--- config.mk ---
export PLATFORM = sky130hd
export DESIGN_NAME = img_frame_loader
export DESIGN_NICKNAME = d
export VERILOG_FILES = /design/src/rtl/img_frame_loader.sv
export SDC_FILE = /design/constraint.sdc
export NUM_CORES = 1
export LEC_CHECK = 0
export CAP_MARGIN = 20
export CORE_ASPECT_RATIO = 0.9
export CORE_MARGIN = 5
export CORE_UTILIZATION = 35
export CTS_CLUSTER_SIZE = 16
export DETAILED_ROUTE_END_ITERATION = 16
export GPL_TIMING_DRIVEN = 0
export PLACE_DENSITY_LB_ADDON = 0.1
export RECOVER_POWER = 50
export SLEW_MARGIN = 25
export SYNTH_ARGS = -nofsm -noshare
export SYNTH_HDL_FRONTEND = slang
export SYNTH_SLANG_ARGS = --single-unit
export TNS_END_PERCENT = 20
--- constraint.sdc ---
create_clock -name clk -period 4.4 [get_ports clk]
set_input_delay 0.66 -clock clk [delete_from_list [all_inputs] [get_ports clk]]
set_output_delay 0.66 -clock clk [all_outputs]
set_load 0.03 [all_outputs]
--- src/rtl/img_frame_loader.sv ---
// img_frame_loader
//
// Upstream stage of the atrous-conv engine. It accepts one IMG_W x IMG_H grayscale frame as a
// valid/ready pixel stream. Each pixel is converted to the signed 9.4 image-memory format by
// zero-extension and left shift, then written to image RAM in raster order. Once the frame is
// resident, the block hands it to the conv engine with conv_ready and waits for conv_busy to
// rise and fall. It then pulses done. No pixels are accepted while the engine owns the memory.
//
// Ports:
//   clk, reset            single rising-edge clock, asynchronous active-high reset
//   s_valid/s_ready       pixel stream handshake; s_data is an unsigned pixel
//   s_last                marks the final pixel of a frame
//   iwen/iwaddr/iwdata    image RAM write port (one-cycle write latency, no stall)
//   conv_ready            frame resident, offered to the conv engine
//   conv_busy             conv engine busy
//   done                  one-cycle pulse when the conv engine finishes a frame
//   frame_err             sticky framing-error flag (cleared only by reset)
//   frame_cnt             completed-frame count, wraps at 256 (cleared only by reset)
module img_frame_loader #(
    parameter int unsigned IMG_W  = 64,
    parameter int unsigned IMG_H  = 64,
    parameter int unsigned ADDR_W = 12,
    parameter int unsigned PIX_W  = 8,
    parameter int unsigned FRAC   = 4,
    parameter int unsigned DATA_W = 1 + PIX_W + FRAC
) (
    input  logic              clk,
    input  logic              reset,
    input  logic              s_valid,
    output logic              s_ready,
    input  logic [PIX_W-1:0]  s_data,
    input  logic              s_last,
    output logic              iwen,
    output logic [ADDR_W-1:0] iwaddr,
    output logic [DATA_W-1:0] iwdata,
    output logic              conv_ready,
    input  logic              conv_busy,
    output logic              done,
    output logic              frame_err,
    output logic [7:0]        frame_cnt
);

    localparam int unsigned        NPIX      = IMG_W * IMG_H;
    localparam logic [ADDR_W-1:0]  LAST_ADDR = ADDR_W'(NPIX - 1);

    typedef enum logic [2:0] {
        StIdle,
        StLoad,
        StHand,
        StRun,
        StDone
    } state_e;

    state_e              state_q, state_d;
    logic [ADDR_W-1:0]   cnt_q, cnt_d;
    logic                s_ready_d;
    logic                iwen_d;
    logic [ADDR_W-1:0]   iwaddr_d;
    logic [DATA_W-1:0]   iwdata_d;
    logic                conv_ready_d;
    logic                done_d;
    logic                frame_err_d;
    logic [7:0]          frame_cnt_d;
    logic                beat;

    assign beat = s_valid & s_ready;

    always_comb begin
        state_d      = state_q;
        cnt_d        = cnt_q;
        s_ready_d    = s_ready;
        iwen_d       = 1'b0;
        iwaddr_d     = iwaddr;
        iwdata_d     = iwdata;
        conv_ready_d = conv_ready;
        done_d       = 1'b0;
        frame_err_d  = frame_err;
        frame_cnt_d  = frame_cnt;

        unique case (state_q)
            StIdle: begin
                s_ready_d = 1'b1;
                state_d   = StLoad;
            end
            StLoad: begin
                // s_ready is held low for the first LOAD cycle after DONE and raised here,
                // so it returns the cycle after the done pulse.
                s_ready_d = 1'b1;
                if (beat) begin
                    iwen_d   = 1'b1;
                    iwaddr_d = cnt_q;
                    iwdata_d = {1'b0, s_data, {FRAC{1'b0}}};
                    if (cnt_q == LAST_ADDR) begin
                        // Full frame: hand off even if s_last is missing, but flag it.
                        cnt_d     = '0;
                        s_ready_d = 1'b0;
                        state_d   = StHand;
                        if (!s_last) begin
                            frame_err_d = 1'b1;
                        end
                    end else if (s_last) begin
                        // Early s_last: pixel is written, partial frame is abandoned.
                        frame_err_d = 1'b1;
                        cnt_d       = '0;
                    end else begin
                        cnt_d = cnt_q + 1'b1;
                    end
                end
            end
            StHand: begin
                s_ready_d    = 1'b0;
                conv_ready_d = 1'b1;
                if (conv_busy) begin
                    conv_ready_d = 1'b0;
                    state_d      = StRun;
                end
            end
            StRun: begin
                if (!conv_busy) begin
                    state_d = StDone;
                end
            end
            StDone: begin
                done_d      = 1'b1;
                frame_cnt_d = frame_cnt + 8'd1;
                state_d     = StLoad;
            end
            default: begin
                state_d = StIdle;
            end
        endcase
    end

    always_ff @(posedge clk or posedge reset) begin
        if (reset) begin
            state_q    <= StIdle;
            cnt_q      <= '0;
            s_ready    <= 1'b0;
            iwen       <= 1'b0;
            iwaddr     <= '0;
            iwdata     <= '0;
            conv_ready <= 1'b0;
            done       <= 1'b0;
            frame_err  <= 1'b0;
            frame_cnt  <= '0;
        end else begin
            state_q    <= state_d;
            cnt_q      <= cnt_d;
            s_ready    <= s_ready_d;
            iwen       <= iwen_d;
            iwaddr     <= iwaddr_d;
            iwdata     <= iwdata_d;
            conv_ready <= conv_ready_d;
            done       <= done_d;
            frame_err  <= frame_err_d;
            frame_cnt  <= frame_cnt_d;
        end
    end

endmodule
Word level (Yosys, flattened, before mapping)
Cells that the tools add are included.
{"block": "word_totals", "reg_bits": 48}
{"block": "classes", "eq_ne": 10, "muxes": 17, "reduce_logical": 7, "n_addsub": 2, "n_bitwise": 1}
{"op": "12-bit 2-to-1 mux", "count": 2}
{"op": "12-bit by 1-bit adder with 12-bit output (second input constant)", "count": 1}
{"op": "12-bit equality test (second input constant)", "count": 1}
{"op": "3-bit 2-to-1 mux", "count": 4}
{"op": "3-bit one-hot mux with 4 select lines", "count": 1}
{"op": "2-bit inequality test (second input constant)", "count": 5}
{"op": "1-bit 2-to-1 mux", "count": 9}
{"op": "8-bit by 1-bit adder with 8-bit output (second input constant)", "count": 1}
{"op": "4-bit AND reduction", "count": 2}
{"op": "3-bit by 2-bit equality test with 1-bit output (second input constant)", "count": 2}
{"op": "3-bit by 1-bit equality test with 1-bit output (second input constant)", "count": 1}
{"op": "3-bit equality test (second input constant)", "count": 1}
{"op": "3-bit logical NOT", "count": 1}
{"op": "1-bit one-hot mux with 3 select lines", "count": 1}
{"op": "3-bit nonzero test", "count": 1}
{"op": "2-bit AND reduction", "count": 1}
{"op": "2-bit nonzero test", "count": 1}
{"op": "2-bit OR reduction", "count": 1}
{"op": "1-bit bitwise AND", "count": 1}

Logic depth before layout (Yosys ltp)
{"block": "depth", "word_depth": 4, "mapped_depth": 6}

Worst setup path before layout
Ideal clock, no wire load.
{"block": "synth_timing", "kind": "input-to-reg", "from": "in s_valid", "to": "reg cnt_q[11]", "setup_ns": 0.119, "arrival_ns": 1.349, "path_stages": 4, "slack_ns": 2.932, "t_required_ns": 4.281, "cell_sequence": "nand4b_1 > nor4_2 > xnor2_1 > nor2_1"}
{"block": "synth_via", "elab_chain_cells": 2}
{"item": "from (decl)", "line": "29", "text": "input logic s_valid,"}
{"item": "1-bit bitwise AND", "line": "66", "text": "assign beat = s_valid & s_ready;"}
{"item": "2-bit AND reduction (no line)"}
{"item": "to (signal assigned)", "line": "148", "text": "cnt_q <= cnt_d;"}
{"item": "to (decl)", "line": "55", "text": "logic [ADDR_W-1:0] cnt_q, cnt_d;"}
No other way between the ends.
A chain may end at the register's enable or synchronous reset.

Worst setup path in the final report
{"block": "layout_timing", "from": "in s_valid", "to": "reg s_ready"}
{"block": "layout_via", "elab_chain_cells": 3}
{"item": "1-bit bitwise AND", "line": "66"}
{"item": "1-bit 2-to-1 mux", "line": "89", "text": "if (beat) begin"}
{"item": "1-bit one-hot mux with 3 select lines", "line": "80", "text": "unique case (state_q)"}
{"item": "to (signal assigned)", "line": "149", "text": "s_ready <= s_ready_d;"}
{"item": "to (decl)", "line": "30", "text": "output logic s_ready,"}
No other way between the ends.

==> flow_summary_export.csv <==
group,metric,value,unit
status,run_status,"completed",
setup_path,critPathMaxFanout,10,
setup_path,cp.required,4.55,ns
clocking,cts_max_path_buffers,2,
clocking,cts_tree,"yes",
sta,tightest_slew,0.976,ns
setup_path,rr_worst_depth,5,
synth,syn_area,2120,µm²
clocking,cts_hold_buffers,0,
setup_path,crit_chain,"clkdlybuf4s50_1, nand4_1, inv_1, clkbuf_1, a21oi_1",
setup_path,cp_slowest_stage_delay,0.50,ns
setup_path,crit_type,"in2reg",
placed_design,dpl.hpwl,3400,µm
drt,drt.antenna.violating_nets,0,
drt,dr.pass1.iters,4,
clocking,cts_root_buffer,"clkbuf_8",
finish,areaGrowthSynthToFinish,29.8,%
clocking,cts_buffers,5,
sta,slew_headroom,34.8,%
global_routing,grt_pass1_vias,1632,
finish,multi_input_area,823,µm²
synth,ys_seq_elements,48,
sta,min_period,2.17,ns
min_path,hold_class,"reg2reg",
drt,via_per_inst,4.81,
die,die_height,83.9,µm
placed_design,globalplace.congestion,0.781,
clocking,clock_latency,0.29,ns
setup_path,reg2reg_from,"state_q[0]",
drt,routed_wl,4620,µm
clocking,htreeDepth,2,
job,cap_violations,0,
die,start_util,35.3,%
drt,route.detailed.drc,0,
finish,nets,277,
drt,wl_per_cell,13.8,µm
synth,yosysWarnings,0,
die,ioPinCount,51,
placed_design,portBuffers,45,
global_routing,grt_use_met2,21.2,%
setup_path,crit_start,"s_valid",
synth,postSynth.asyncResetShare,100,%
sta,fin_crit_sh,49.3,%
finish,design_area,2760,µm²
power,ir_worst_vdd,0.119,mV
setup_path,cp_slowest_cell,"clkdlybuf4s50_1",
sta,slew_viol_final,0,
die,core_area,6010,µm²
global_routing,met3_usage,3.52,%
drt,num_vias,1608,
synth,ys_types,38,
sta,timing.fmax,461,MHz
global_routing,use_met1,16.6,%
global_routing,grt_max_degree,30,
global_routing,globalRouteOverflowTotal,0,
setup_path,regToRegSetupSlack,2.29,ns
synth,syn_inst,205,
global_routing,grt_pass1_wl,8030,µm
clocking,clkSinkCount,48,
setup_path,crit_arrival,2.32,ns
power,total_power,0.857,mW
finish,n_fill_cell,603,
global_routing,busiest_layer,"met2",
clocking,cts_setup_buffers,0,
power,power_density,311,nW/µm²
synth,synth_flop_cell,"dfrtp_1",
finish,diodes,0,
finish,regArea,1200,µm²
sta,setup_tns,0,ns
clocking,path_clk_slew,0.09,ns
setup_path,critPathLaunchType,"primary input",
sta,grt_setup_unrepaired,"false",
synth,syn_avg_cell_area,10.4,µm²
power,power_leakage,1.31,nW
setup_path,cp-end-kind,"flip-flop",
finish,drive_gt1_share,8.40,%
clocking,cts.repair.resized,0,
global_routing,antenna_found_initial,0,
setup_path,endpoint,"s_ready",
global_routing,grtUsageTotal,13.0,%
setup_path,r2r_end,"frame_cnt[7]",
sta,skew,0.00894,ns
placed_design,placed_cell_area,2700,µm²
die,chipWidth,92.1,µm
synth,synth_edf_count,0,
synth,synth-seq-area-share,56.6,%
sta,setup-violations-final,0,
sta,finalHoldViolCount,0,
drt,drt-initial-drc-count,66,
die,fp-row-count,27,
die,dieArea,7730,µm²
-- Yosys cell counts (2+ instances only) --
cell / number / area, µm²
a21o_1: 2 / 15.0
and3_1: 2 / 12.5
and4_1: 2 / 17.5
buf_4: 6 / 45.0
buf_6: 2 / 22.5
clkbuf_1: 2 / 7.51
dfrtp_1: 48 / 1200
ha_1: 2 / 25.0
inv_1: 2 / 7.51
nand2_1: 67 / 251
nand3_1: 4 / 20.0
nand4_1: 5 / 31.3
nand4b_1: 2 / 17.5
nor2_1: 12 / 45.0
nor2b_1: 2 / 12.5
nor3_1: 2 / 10.0
nor3b_4: 2 / 37.5
nor4_2: 2 / 25.0
o21ai_0: 4 / 20.0
o31ai_1: 2 / 15.0
xnor2_1: 9 / 78.8
xor2_1: 8 / 70.1
-- state kept, by name, indices dropped and copies added, names as in the netlist --
name        flops
state_q         3
frame_err       1
done            1
s_ready         1
cnt_q          12
frame_cnt       8
iwdata          8
iwen            1
conv_ready      1
iwaddr         12
-- worst min path at each step --
stage	start	endpoint	slack (ns)	cells past startpoint
detailed placement	frame_err	frame_err	0.45	1
CTS	frame_err	frame_err	0.47	1
finish	frame_err	frame_err	0.47	1
global route	iwdata[5]	iwdata[5]	0.50	2
floorplan	cnt_q[11]	iwaddr[11]	0.48	2
global placement	frame_err	frame_err	0.45	1
-- critical path: cells and delay by family --
| family | cells | cell delay [ns] |
|---|---|---|
| AO/OA/AOI/OAI | 1 | 0.12 |
| AND/OR/NAND/NOR | 1 | 0.24 |
| buffers and inverters | 3 | 1.30 |
-- logic make-up after synthesis --
group,after synthesis,synth area share [%]
compound gates,13,4.24
xor+xnor,17,7.01
fa+ha+maj,2,1.18
buf+inv,14,4.30
flops,48,56.6
mux,1,0.530
other cells,1,0.177
simple gates,109,26.0
-- power by group --
group          leakage, nW  switching [mW]  total, mW  internal, mW
combinational        0.635          0.0711      0.118        0.0473
clock               0.0473           0.145      0.270         0.126
sequential           0.630          0.0117      0.469         0.457
-- metal layers --
layer	wire (µm)	up-vias
li1	-	784
met2	2180	38
met5	0	-
met3	256	7
met4	72	0
met1	2110	779
-- placed cells by master, fill, tap and decap left out, types with 2 or more instances in the layout --
| master | synthesis | layout |
|---|---|---|
| nand2_1 | 67 | 67 |
| dfrtp_1 | 48 | 48 |
| clkdlybuf4s50_1 | 0 | 43 |
| nor2_1 | 12 | 12 |
| xnor2_1 | 9 | 9 |
| xor2_1 | 8 | 8 |
| clkbuf_8 | 0 | 6 |
| nand4_1 | 5 | 5 |
| buf_4 | 6 | 5 |
| conb_1 | 1 | 5 |
| clkbuf_1 | 2 | 4 |
| o21ai_0 | 4 | 4 |
| nand3_1 | 4 | 4 |
| inv_1 | 2 | 3 |
| and3_1 | 2 | 2 |
| nor3b_1 | 0 | 2 |
| nand4b_1 | 2 | 2 |
| nor4_2 | 2 | 2 |
| nor2b_1 | 2 | 2 |
| and4_1 | 2 | 2 |
| a21o_1 | 2 | 2 |
| o31ai_1 | 2 | 2 |
| nor3_1 | 2 | 2 |
| ha_1 | 2 | 2 |
| dlygate4sd3_1 | 0 | 2 |
-- per-stage QoR --
stage | utilization, % | worst slack [ns] | std cells | hold WS [ns]
floorplan | - | 2.60 | 209 | 0.482
global placement | 44.5 | 1.57 | 326 | 0.447
detailed placement | 44.9 | 2.24 | 327 | 0.448
CTS | 46.4 | 2.31 | 334 | 0.473
global route | 45.8 | 2.08 | 334 | 0.502
finish | 45.8 | 2.23 | 334 | 0.467
-- area by class of cell --
type	count	share of cell area [%]
buffer	11	2.50
clock buffer	6	3.00
clock inverter	1	0.318
inverter	3	0.409
multi-input combinational	147	29.9
sequential	48	43.6
tap	72	3.27
timing repair buffer	46	17.1
No activity file was read; power rests on OpenSTA's default activity.
